[config.mk]
export PLATFORM = sky130hd
export DESIGN_NAME = uart_reg_responder_flat
export DESIGN_NICKNAME = d
export VERILOG_FILES = /design/src/rtl/uart_reg_responder_if.sv /design/src/rtl/uart_reg_responder.sv /design/src/flat_wrapper.sv
export SDC_FILE = /design/constraint.sdc
export NUM_CORES = 1
export LEC_CHECK = 0
export BUFFER_PORTS_ARGS = -buffer_cell sky130_fd_sc_hd__buf_4
export CAP_MARGIN = 40
export CORE_UTILIZATION = 41
export DETAILED_ROUTE_END_ITERATION = 7
export GPL_TIMING_DRIVEN = 0
export PLACE_DENSITY = 0.62
export SYNTH_ARGS = -nofsm -noshare
export SYNTH_HDL_FRONTEND = slang
export SYNTH_SLANG_ARGS = --single-unit
[constraint.sdc]
create_clock -name clk -period 3.9 [get_ports clk]
set_input_delay 0.78 -clock clk [delete_from_list [all_inputs] [get_ports clk]]
set_output_delay 0.78 -clock clk [all_outputs]
set_load 0.02 [all_outputs]
[src/rtl/uart_reg_responder_if.sv]
// Byte-stream handshake between a UART (master side) and the register responder (slave side).
interface uart_reg_responder_if;
  logic       received;
  logic [7:0] rx_byte;
  logic       recv_error;
  logic       is_transmitting;
  logic       transmit;
  logic [7:0] tx_byte;

  modport master (
    output received, rx_byte, recv_error, is_transmitting,
    input  transmit, tx_byte
  );

  modport slave (
    input  received, rx_byte, recv_error, is_transmitting,
    output transmit, tx_byte
  );
endinterface

[src/rtl/uart_reg_responder.sv]
// 'W' ADDR DATA / 'R' ADDR register protocol over a UART byte stream, driving an 8-bit register bank.
// Optional inter-byte timeout in GET_ADDR/GET_DATA is enabled by defining UART_RESP_TIMEOUT_EN.
module uart_reg_responder #(
  parameter int pNumRegs       = 16,
  parameter int pTimeoutCycles = 1250000
) (
  input  logic                  clk,
  input  logic                  rst_n,
  uart_reg_responder_if.slave   bus,
  output logic [8*pNumRegs-1:0] regs_flat,
  output logic                  wr_pulse,
  output logic [7:0]            wr_addr
);

  localparam int         AW      = (pNumRegs > 1) ? $clog2(pNumRegs) : 1;
  localparam logic [7:0] CMD_W   = 8'h57;
  localparam logic [7:0] CMD_R   = 8'h52;
  localparam logic [7:0] RSP_OK  = 8'h4B;
  localparam logic [7:0] RSP_ERR = 8'h45;
  localparam logic [7:0] RSP_BAD = 8'h3F;

  if (pNumRegs < 1 || pNumRegs > 256) begin : g_bad_num_regs
    $error("uart_reg_responder: pNumRegs must be 1..256");
  end
  if (pTimeoutCycles < 2) begin : g_bad_timeout
    $error("uart_reg_responder: pTimeoutCycles must be >= 2");
  end

  typedef enum logic [2:0] {
    IDLE, GET_ADDR, GET_DATA, EXEC, SEND, WAIT_START, WAIT_DONE
  } state_t;

  state_t     state_reg;
  logic       is_write_reg;
  logic       bad_cmd_reg;
  logic [7:0] addr_reg;
  logic [7:0] data_reg;
  logic [7:0] tx_byte_reg;
  logic [7:0] regs_reg [pNumRegs];

  logic       rx_ok;
  logic       addr_in_range;
  logic       timed_out;
  logic [AW-1:0] reg_idx;

  // A framing error in the same cycle as a byte poisons that byte.
  assign rx_ok         = bus.received & ~bus.recv_error;
  assign addr_in_range = ({1'b0, addr_reg} < 9'(pNumRegs));
  assign reg_idx       = addr_reg[AW-1:0];

`ifdef UART_RESP_TIMEOUT_EN
  localparam int            TW    = $clog2(pTimeoutCycles);
  localparam logic [TW-1:0] TLAST = TW'(pTimeoutCycles - 1);

  logic [TW-1:0] timer_reg;
  logic          in_get;

  assign in_get    = (state_reg == GET_ADDR) || (state_reg == GET_DATA);
  assign timed_out = in_get && (timer_reg == TLAST);

  // Zero outside the byte-wait states, so it is already cleared whenever IDLE is entered.
  always_ff @(posedge clk or negedge rst_n) begin
    if (!rst_n) begin
      timer_reg <= '0;
    end else if (in_get && !bus.received && !bus.recv_error && !timed_out
                 && (timer_reg != '1)) begin
      timer_reg <= timer_reg + 1'b1;
    end else begin
      timer_reg <= '0;
    end
  end
`else
  assign timed_out = 1'b0;
`endif

  always_ff @(posedge clk or negedge rst_n) begin
    if (!rst_n) begin
      state_reg    <= IDLE;
      is_write_reg <= 1'b0;
      bad_cmd_reg  <= 1'b0;
      addr_reg     <= 8'h00;
      data_reg     <= 8'h00;
      tx_byte_reg  <= 8'h00;
      wr_pulse     <= 1'b0;
      wr_addr      <= 8'h00;
      for (int i = 0; i < pNumRegs; i++) begin
        regs_reg[i] <= 8'h00;
      end
    end else begin
      wr_pulse <= 1'b0;
      case (state_reg)
        IDLE: begin
          if (rx_ok) begin
            if (bus.rx_byte == CMD_W) begin
              is_write_reg <= 1'b1;
              bad_cmd_reg  <= 1'b0;
              state_reg    <= GET_ADDR;
            end else if (bus.rx_byte == CMD_R) begin
              is_write_reg <= 1'b0;
              bad_cmd_reg  <= 1'b0;
              state_reg    <= GET_ADDR;
            end else begin
              bad_cmd_reg  <= 1'b1;
              state_reg    <= EXEC;
            end
          end
        end
        GET_ADDR: begin
          if (bus.recv_error) begin
            state_reg <= IDLE;
          end else if (bus.received) begin
            addr_reg  <= bus.rx_byte;
            state_reg <= is_write_reg ? GET_DATA : EXEC;
          end else if (timed_out) begin
            state_reg <= IDLE;
          end
        end
        GET_DATA: begin
          if (bus.recv_error) begin
            state_reg <= IDLE;
          end else if (bus.received) begin
            data_reg  <= bus.rx_byte;
            state_reg <= EXEC;
          end else if (timed_out) begin
            state_reg <= IDLE;
          end
        end
        EXEC: begin
          state_reg <= SEND;
          if (bad_cmd_reg) begin
            tx_byte_reg <= RSP_BAD;
          end else if (!addr_in_range) begin
            tx_byte_reg <= RSP_ERR;
          end else if (is_write_reg) begin
            regs_reg[reg_idx] <= data_reg;
            wr_pulse          <= 1'b1;
            wr_addr           <= addr_reg;
            tx_byte_reg       <= RSP_OK;
          end else begin
            tx_byte_reg <= regs_reg[reg_idx];
          end
        end
        SEND: begin
          if (!bus.is_transmitting) state_reg <= WAIT_START;
        end
        WAIT_START: begin
          if (bus.is_transmitting) state_reg <= WAIT_DONE;
        end
        WAIT_DONE: begin
          if (!bus.is_transmitting) state_reg <= IDLE;
        end
        default: state_reg <= IDLE;
      endcase
    end
  end

  // The request must appear in the same cycle the transmitter is seen idle, so it is
  // decoded from the registered state; leaving SEND on that edge bounds it to one cycle.
  assign bus.transmit = (state_reg == SEND) && !bus.is_transmitting;
  assign bus.tx_byte  = tx_byte_reg;

  for (genvar gi = 0; gi < pNumRegs; gi++) begin : g_flat
    assign regs_flat[8*gi +: 8] = regs_reg[gi];
  end

endmodule

[src/flat_wrapper.sv]
// flat-port wrapper written by rule: the top's interface ports become plain ports
module uart_reg_responder_flat 
#(
  parameter int pNumRegs       = 16,
  parameter int pTimeoutCycles = 1250000
)
  (clk, rst_n, regs_flat, wr_pulse, wr_addr, bus_received, bus_rx_byte, bus_recv_error, bus_is_transmitting, bus_transmit, bus_tx_byte);
  uart_reg_responder_if bus_i ();
  input  logic clk;
  input  logic rst_n;
  output logic [8*pNumRegs-1:0] regs_flat;
  output logic wr_pulse;
  output logic [7:0] wr_addr;
  input wire logic [$bits(bus_i.received)-1:0] bus_received;
  input wire logic [$bits(bus_i.rx_byte)-1:0] bus_rx_byte;
  input wire logic [$bits(bus_i.recv_error)-1:0] bus_recv_error;
  input wire logic [$bits(bus_i.is_transmitting)-1:0] bus_is_transmitting;
  output wire logic [$bits(bus_i.transmit)-1:0] bus_transmit;
  output wire logic [$bits(bus_i.tx_byte)-1:0] bus_tx_byte;
  assign bus_i.received = bus_received;
  assign bus_i.rx_byte = bus_rx_byte;
  assign bus_i.recv_error = bus_recv_error;
  assign bus_i.is_transmitting = bus_is_transmitting;
  assign bus_transmit = bus_i.transmit;
  assign bus_tx_byte = bus_i.tx_byte;
  uart_reg_responder #(.pNumRegs(pNumRegs), .pTimeoutCycles(pTimeoutCycles)) u_core (.clk(clk), .rst_n(rst_n), .bus(bus_i), .regs_flat(regs_flat), .wr_pulse(wr_pulse), .wr_addr(wr_addr));
endmodule
==> results.txt <==
The run finished, with violations left. The checks that failed: design-rule violations. The relative slew slack came out at 45.91%. The achievable frequency came out at 0.3582 GHz. The number of global-route vias before repair is 5,703. The first TritonRoute pass finished after 6 iterations. Traced cell by cell, the critical path runs through clkbuf_1 > nor2b_1 > nand2_1 > nor2_2 > mux2_2. The highest ir drop seen on vdd is 0.0002983 V. The kind of cell adding the most delay to the critical path is simple AND/OR/NAND/NOR gates.

Clock latency on the worst-skew pair, taken at its later pin, is around 430 ps. Global routing finished with a remaining overflow of 0. Together, buffers and inverters on the worst path number 1. For the worst setup path, the data arrival time is between 3000 and 4000 ps. The number of antenna violations at the first check in global routing was 0. The clock power share is 31.2%.

Summed over its instances, the top area cell type makes up about 55% of the synthesized netlist area. The path class of the tightest hold or removal check is input pin to async pin. The multiplexer share of the synthesized area is about a third.

The post-layout minimum cycle time is about 2800 ps. In this run, CTS created clock tree buffers numbering 17. The number of port buffers is about 160. The register share of total power is 40.3%. The number of remaining DRC errors came out at 18.

TritonCTS built the clock tree. At the end of the flow, the number of nets in the layout was 715. After synthesis, the largest family of logic cells by area is multiplexers. The combined area of all synthesized cells came out at approximately 7600 sq um. Summed over all nets, the switching power comes to 1922 uW.

The deepest clock path buffer count came out at 2. The initial utilization of the core area, before any placement, comes to a little over two fifths. The setup clock skew after layout is between 10 and 15 ps. The HPWL after detailed placement is roughly 16,000 um. Clock-pin slew was measured on the worst setup and hold paths at about 70 ps.

The share of async-settable or async-resettable flops after synthesis came out at 100.0%. The most used flip-flop cell after synthesis is dfrtp_1. Of all cell types, the one taking the most synthesized area is dfrtp_1. The power density over cell area is ~550 nW/um^2.

Post-CTS repair changed the size of 0 cells. The internal power contribution came out at 3356 uW. The number of H-tree levels is 4. The adder-cell share of the synthesized area is 0%. The share of layout cells above drive strength 1 came out at 56.92%.

The most common cell in the synthesized netlist is dfrtp_1. Once routing completed, OpenROAD measured the worst setup slack at about 1100 ps. The critical path starts at u_core.addr_reg[2]$_DFFE_PN0P_.

STA classifies the critical path endpoint as a register. For the pin with the worst max-slew slack, the measured transition is ~810 ps. The tool flagged a number of max-cap violations equal to 0. The placer's final routability congestion estimate came out at 0.8506. CTS placed an instance of clkbuf_16 at the clock tree root. The total of endpoints with negative setup slack in the final report is 0. From synthesis to final layout, the design area changed by 27.34%.

The number of unique standard cell types used by synthesis came out at 49. The switching share of total power is between 30% and 40%. The cell count after synthesis came out at ~520. The worst setup path is of the register to register kind.

The area of the core is between 15,000 and 20,000 sq um. The compound-gate portion of the synthesized area came out at 2.982%. The horizontal extent of the die is roughly 140 um. The worst register-to-register path begins at u_core.addr_reg[2]$_DFFE_PN0P_. In this run the count of I/O pins placed on the die edge is around 160.

The remaining antenna violation count after routing is 0. The number of max-slew violations in the final report is 0. The first-pass GRT wire length is between 30,000 and 40,000 um. The average instance in the mapped netlist occupies 14.49 sq um. Global routing used roughly 25% of the available tracks.

The post-synthesis xor/xnor area fraction came out at less than 1%. The largest stage delay on the critical path came out at roughly 640 ps. For this design, the sink count on the clock tree is between 150 and 200. The share of the Yosys chip area taken by registers is between 50% and 60%. When the netlist entered floorplanning its net count stood at between 500 and 600. The leakage power figure is about 0.0047 uW.

The number of flip-flops and latches in the synthesized netlist is ~170. The worst-path maximum fanout came out at 8. The synthesized design contains 0 enable-type register cells. The worst hold margin is about 270 ps.

The number of antenna diodes in the final layout is 0. After clock tree synthesis, the flow added hold-fix buffers numbering 0. The die outline area is between 15,000 and 20,000 sq um. Dividing the detail-routed wire length by the instance count gives roughly 24 um. Setup repair after global routing left no endpoint under its margin. In this run the vertical extent of the chip is roughly 140 um. Sorting the synthesized cells by how often they occur yields dfrtp_1 (166), mux2_2 (155), mux4_2 (26).

Post-CTS timing repair inserted 0 buffers for setup. The maximum number of pins on one net before global-route repair came out at between 100 and 150. The setup slack after placement came out at between 1000 and 1500 ps. Summing over every cut layer, the via total after detailed routing is between 5,000 and 6,000. The total non-filler cell area in the finished layout came out at 9669 sq um. The slowest stage of the critical path belongs to the cell nor2_2.

The row count is 49. The required arrival time at the worst endpoint came out at 4220 ps. The simple-gate share of the synthesized area came out at slightly below 8%. STA classifies the critical path startpoint as a register. During synthesis, Yosys emitted a total of 0 warnings. The final count of hold timing violations is 0. The number of flip-flops under the largest register name is about 130. The combinational power share came out at about 28%. In this run, the number of DRC markers left after iteration 0 of detailed routing was roughly 390. Measured on the finished design, the core utilization comes to a little over half. After routing, the total negative slack on setup checks comes to 0 ps. Sorting the synthesized cells by area gives the leading types as dfrtp_1 (55%), mux2_2 (23%), mux4_2 (7.7%).

The via density per instance is 5.661. The total cell area at the placement stage is just over 9000 sq um. The sum of routed wire length over all layers is 22,860 um. The portion of the clock cycle consumed by the worst path in the final layout is between 70 and 80%.
## path summary, 6_finish.rpt
| check | slack, ps | endpoint | cells past startpoint |
|---|---|---|---|
| setup reg to reg | 1110 | u_core.regs_flat[61]$_DFFE_PN0P_ | 5 |
| max in group asynchronous | 2730 | u_core.regs_flat[102]$_DFFE_PN0P_ | 2 |
| min in group clk | 490 | u_core.wr_addr[4]$_DFFE_PN0P_ | 1 |
| hold reg to reg | 490 | u_core.wr_addr[4]$_DFFE_PN0P_ | 1 |
| setup / recovery | 1110 | u_core.regs_flat[61]$_DFFE_PN0P_ | 5 |
| hold / removal | 270 | u_core.regs_flat[57]$_DFFE_PN0P_ | 1 |
## power by group through the flow
stage | Clock (uW) | Combinational (uW) | Sequential, uW
after floorplan | 0 | 878 | 2140
after global placement | 0 | 1450 | 2140
after detailed placement | 0 | 1500 | 2150
after CTS | 1660 | 1500 | 2110
after global routing | 1740 | 1600 | 2140
final | 1650 | 1510 | 2120
## metrics by stage
| step | std cells | total power, uW |
|---|---|---|
| floorplan | 524 | 3023 |
| global placement | 911 | 3594 |
| detailed placement | 912 | 3642 |
| CTS | 944 | 5283 |
| global route | 944 | 5484 |
| finish | 944 | 5278 |
## cells by family after synthesis
logic type             Yosys count
multiplexers                   193
flip-flops                     166
AND/OR/NAND/NOR                100
AO/OA/AOI/OAI                   33
buffers and inverters           31
XOR/XNOR                         1
## layer usage
| layer | global-route usage (%) | wire (um) |
|---|---|---|
| met1 | 33.01 | 9932 |
| met2 | 40.15 | 11010 |
| met3 | 6.304 | 1423 |
| met4 | 8.397 | 494 |
| met5 | 0 | 0 |
## cell usage in the layout, fill, tap and decap left out, types with 2 or more instances in the layout
cell and count:
o21ai_0 7, clkinv_4 4, nor3b_1 2, nor3_1 6, a22oi_1 2, a21oi_1 3, buf_2 6, nand3_1 10
nand4b_1 3, nand4_1 2, and3_1 3, inv_1 3, mux2i_1 10, inv_6 7, nor2b_1 2, a31oi_1 4
nand3b_1 2, a211oi_1 2, nand2_1 23, o22ai_1 4, a22o_1 3, buf_4 161, mux4_2 26, a41oi_1 4
clkbuf_16 17, clkbuf_1 16, mux2_1 2, nor2_2 14, and2_1 4, nand2b_1 6, mux2_2 155, dfrtp_1 166
nor2_1 12
## cell type report
cell class,instances,area [sq um]
Tap cell,229,286.5
Clock inverter,14,138.9
Fill cell,1531,8417
Inverter,4,15.01
Buffer,27,131.4
Clock buffer,18,429.2
Timing Repair Buffer,159,1221
Sequential cell,166,4154
Multi-Input combinational cell,327,3293
(Power assumes the default switching activity.)
